[src/rtl/vga_timing_gen.sv]
// VGA timing generator: free-running pixel/line counters with registered sync, blank and frame_start outputs.
// Decodes are taken from the next counter values, so every output lines up with hcount/vcount in the same cycle.
module vga_timing_gen #(
  parameter int H_ACTIVE   = 800,
  parameter int H_FP       = 40,
  parameter int H_SYNC     = 128,
  parameter int H_BP       = 88,
  parameter int V_ACTIVE   = 600,
  parameter int V_FP       = 1,
  parameter int V_SYNC     = 4,
  parameter int V_BP       = 23,
  parameter bit H_SYNC_POL = 1'b1,
  parameter bit V_SYNC_POL = 1'b1
) (
  input  logic        clk,
  input  logic        rst,
  input  logic        en,
  output logic [10:0] vcount,
  output logic        vsync,
  output logic        vblnk,
  output logic [10:0] hcount,
  output logic        hsync,
  output logic        hblnk,
  output logic        frame_start
);

  localparam int H_TOTAL = H_ACTIVE + H_FP + H_SYNC + H_BP;
  localparam int V_TOTAL = V_ACTIVE + V_FP + V_SYNC + V_BP;

  generate
    if (H_TOTAL > 2047 || V_TOTAL > 2047) begin : g_total_check
      $error("vga_timing_gen: H_TOTAL and V_TOTAL must not exceed 2047");
    end
  endgenerate

  localparam logic [10:0] H_LAST     = 11'(H_TOTAL - 1);
  localparam logic [10:0] H_ACT      = 11'(H_ACTIVE);
  localparam logic [10:0] H_SYNC_BEG = 11'(H_ACTIVE + H_FP);
  localparam logic [10:0] H_SYNC_END = 11'(H_ACTIVE + H_FP + H_SYNC);
  localparam logic [10:0] V_LAST     = 11'(V_TOTAL - 1);
  localparam logic [10:0] V_ACT      = 11'(V_ACTIVE);
  localparam logic [10:0] V_SYNC_BEG = 11'(V_ACTIVE + V_FP);
  localparam logic [10:0] V_SYNC_END = 11'(V_ACTIVE + V_FP + V_SYNC);

  logic        h_wrap;
  logic        v_wrap;
  logic [10:0] h_next;
  logic [10:0] v_next;
  logic        hsync_next;
  logic        vsync_next;

  always_comb begin
    h_wrap = (hcount == H_LAST);
    v_wrap = (vcount == V_LAST);
    h_next = h_wrap ? 11'd0 : hcount + 11'd1;
    v_next = vcount;
    if (h_wrap) begin
      v_next = v_wrap ? 11'd0 : vcount + 11'd1;
    end
    hsync_next = (h_next >= H_SYNC_BEG && h_next < H_SYNC_END) ? H_SYNC_POL : ~H_SYNC_POL;
    vsync_next = (v_next >= V_SYNC_BEG && v_next < V_SYNC_END) ? V_SYNC_POL : ~V_SYNC_POL;
  end

  // frame_start is cleared on stalled edges so a pulse never outlives one cycle.
  always_ff @(posedge clk) begin
    if (rst) begin
      hcount      <= 11'd0;
      vcount      <= 11'd0;
      hblnk       <= 1'b0;
      vblnk       <= 1'b0;
      hsync       <= ~H_SYNC_POL;
      vsync       <= ~V_SYNC_POL;
      frame_start <= 1'b0;
    end else if (en) begin
      hcount      <= h_next;
      vcount      <= v_next;
      hblnk       <= (h_next >= H_ACT);
      vblnk       <= (v_next >= V_ACT);
      hsync       <= hsync_next;
      vsync       <= vsync_next;
      frame_start <= h_wrap && v_wrap;
    end else begin
      frame_start <= 1'b0;
    end
  end

endmodule

[config.mk]
export PLATFORM = sky130hd
export DESIGN_NAME = vga_timing_gen
export DESIGN_NICKNAME = d
export VERILOG_FILES = /design/src/rtl/vga_timing_gen.sv
export SDC_FILE = /design/constraint.sdc
export NUM_CORES = 1
export LEC_CHECK = 0
export CORE_MARGIN = 2
export CORE_UTILIZATION = 40
export DETAILED_ROUTE_END_ITERATION = 6
export HOLD_SLACK_MARGIN = 0.08
export SETUP_SLACK_MARGIN = 0.05
export SLEW_MARGIN = 20
export SYNTH_ARGS = -nofsm -noshare
export SYNTH_HDL_FRONTEND = slang
export SYNTH_SLANG_ARGS = --single-unit
[constraint.sdc]
create_clock -name clk -period 5.7 [get_ports clk]
set_clock_uncertainty 0.15 [all_clocks]
set_input_delay 0.855 -clock clk [delete_from_list [all_inputs] [get_ports clk]]
set_output_delay 0.855 -clock clk [all_outputs]
set_load 0.02 [all_outputs]
==> results.py <==
metrics = {
    "synthesis": {
        "yosysTopAreaCellShare_pct": 29.57,
        "yosysTopAreaCell": "dfxtp_1",
        "synth_edf_count": 0,
        "ys_seq_area_share_pct": 29.57,
        "syn-num-nets": 242,
        "netlist_area_um2": 1828,
        "async_flop_share_pct": 0,
        "yosysMostFrequentCell": "nor2_1",
        "yosysWarnings": 0,
        "ys_ff_latch": 27,
        "ys_types": 52,
        "synth.avg_cell_area_um2": 7.713,
        "synthTopCellsByCount": "nor2_1, dfxtp_1, a21oi_1",
        "synthCells": 237,
        "synth_ff_type": "dfxtp_1",
        "yosys-top-cells-area": "dfxtp_1, nor2_1, a21oi_1, nand2_1, xor2_1",
    },
    "clock_tree": {
        "cts_buffers": 3,
        "path_clk_slew_ns": 0.10,
        "cts_tree": "built",
        "cts_resized": 0,
        "ctsLongestPathBuffers": 2,
        "clkLatencyLatePin_ns": 0.27,
        "cts_hold_buf": 0,
        "postCtsSetupRepairBufs": 0,
        "htree_levels": 1,
        "cts_root_buf": "clkbuf_8",
        "clock-sinks": 27,
    },
    "timing": {
        "setup_tns_ns": 0,
        "fmax_mhz": 355.3,
        "worst_hold_slack_ns": 0.3369,
        "slew_headroom_pct": 69.68,
        "tightest_slew_ns": 0.4491,
        "final-max-slew-violation-count": 0,
        "rsz0062_at_grt": "no",
        "min_period_over_period_pct": 49.38,
        "post-route-min-period_ns": 2.815,
        "hold_viol": 0,
        "report.final.setup_viol": 0,
    },
    "setup_path": {
        "required_ns": 5.76,
        "cp_max_fo": 16,
        "crit_arrival_ns": 2.88,
        "path_cells": "ha_1, and4_1, and3_1, nand2_1, or4_1, a21oi_1",
        "crit_path_max_incr_delay_ns": 0.56,
        "slowest_stage": "or4_1",
        "criticalPathCategory": "register to register",
        "crit_path_end_kind": "register",
        "startpoint_type": "register",
    },
    "placed_design": {
        "gp_congestion": 0.8317,
        "io_buffers": 29,
        "hpwlAfterDp_mm": 3.023,
        "dpl_cell_area_um2": 2095,
    },
    "cells_and_area": {
        "design_area_um2": 2140,
        "diodes": 0,
        "syn2layout_area_growth_pct": 17.04,
        "finalNetCount": 261,
        "final_layout_size_suffix_gt1_share_pct": 4.314,
    },
    "hold_path": {
        "hp-class": "register to register",
    },
    "global_route": {
        "grt_pass1_wl_mm": 7.603,
        "grt_overflow": 0,
        "grtUsageTotal_pct": 18.12,
        "grt_pass1_vias": 1586,
        "grt_start_max_net_pins": 30,
        "antenna_found_initial": 0,
    },
    "power": {
        "ir_drop_uv": 105.3,
        "power_leakage_uw": 0.0007056,
        "powerDensity_nw_per_um2": 152.7,
    },
    "floorplanning": {
        "initial_core_util_pct": 41.70,
        "die_area_um2": 5127,
        "io_pins": 30,
        "rows": 24,
        "die_h_um": 71.60,
        "core_um2": 4384,
        "fp.dieW_um": 71.60,
    },
    "route": {
        "ant_nets": 0,
        "drc": 0,
        "wl_per_cell_um": 14.16,
        "dr.pass1.iters": 4,
        "drt-total-wl_mm": 4.347,
        "route.vias.total": 1749,
        "vias_per_cell": 5.697,
        "dr.first_iter.drc_count": 92,
    },
    "job": {
        "cap_violations": 0,
    },
    "outcome": {
        "status": "finished, final reports clean",
    },
}
final timing paths:
path | start | endpoint | slack, ns | cells past startpoint
setup / recovery | hcount[0] | vcount[7] | 2.89 | 6
hold / removal | hblnk | hblnk | 0.34 | 2
setup reg to reg | hcount[0] | vcount[7] | 2.89 | 6
hold reg to reg | hblnk | hblnk | 0.34 | 2
stage by stage:
step	power, uW	setup WS (ns)	cells	util, %
6_report	326.7	2.885	307	48.80
5_1_grt	338.9	2.608	307	48.80
4_1_cts	332.7	2.881	307	48.80
3_5_place_dp	217.8	2.857	303	47.77
3_3_place_gp	217.7	2.892	303	47.77
2_1_floorplan	210.2	3.241	237	-
flip-flops by register name, summed over array words and instances, names as in the netlist:
name and flops:
hblnk 1, vcount 11, vblnk 1, hsync 1
hcount 11, frame_start 1, vsync 1
final cells by class:
| class | count | area, um2 |
|---|---|---|
| clock buffer | 4 | 45.04 |
| fill | 455 | 2245 |
| inverter | 5 | 18.77 |
| multi-input combinational | 188 | 1165 |
| sequential | 27 | 540.5 |
| tap | 52 | 65.06 |
| timing repair buffer | 31 | 305.3 |
routing by layer:
metal	global-route usage [%]	vias to the layer above	routed length, um	part of all wire (%)
met2	27.98	32	1877	43
met4	3.983	0	27	0.62
met5	0	-	0	0
met1	26.96	810	2292	53
li1	-	905	-	-
met3	2.391	2	150	3.5
logic make-up after synthesis:
logic type,Yosys count,synth area share (%)
simple gates,113,33.88
compound gates,57,20.54
flops,27,29.57
buf+inv,22,6.707
xor+xnor,12,5.749
mux,4,2.190
fa+ha+maj,2,1.369
report_power, final:
group	switching (uW)	internal, uW	total [uW]
sequential	2.14	191	193
clock	63.2	50.2	113
combinational	11.9	8.80	20.7
cells in the final DEF (no fill, tap or decap), types with 2 or more instances in the layout:
cell type | netlist | routed
nand3_1 | 11 | 11
inv_1 | 5 | 5
nand2_1 | 19 | 19
xor2_1 | 7 | 7
a211o_1 | 2 | 2
clkdlybuf4s50_1 | 0 | 29
a311oi_1 | 2 | 2
o41ai_1 | 3 | 3
mux2i_1 | 4 | 4
and2_1 | 7 | 7
a21oi_1 | 20 | 20
o311ai_0 | 2 | 2
nor2_1 | 33 | 33
nor3_1 | 7 | 7
nand4_1 | 5 | 5
a41oi_1 | 2 | 2
a41o_1 | 2 | 2
clkbuf_8 | 0 | 3
a211oi_1 | 3 | 3
nor2b_1 | 3 | 3
xnor2_1 | 5 | 5
and3_1 | 6 | 6
a31oi_1 | 2 | 2
or3_1 | 5 | 5
nor3b_1 | 3 | 3
ha_1 | 2 | 2
and4_1 | 2 | 2
o21ai_0 | 11 | 11
dfxtp_1 | 27 | 27
buf_4 | 5 | 2
critical path: cells and delay by family (launching register included):
| family | cells | cell delay [ns] |
|---|---|---|
| fa+ha+maj | 1 | 0.29 |
| flops | 1 | 0.42 |
| simple gates | 4 | 1.75 |
| compound gates | 1 | 0.15 |
Note: power is estimated with default switching activity, not from simulation.
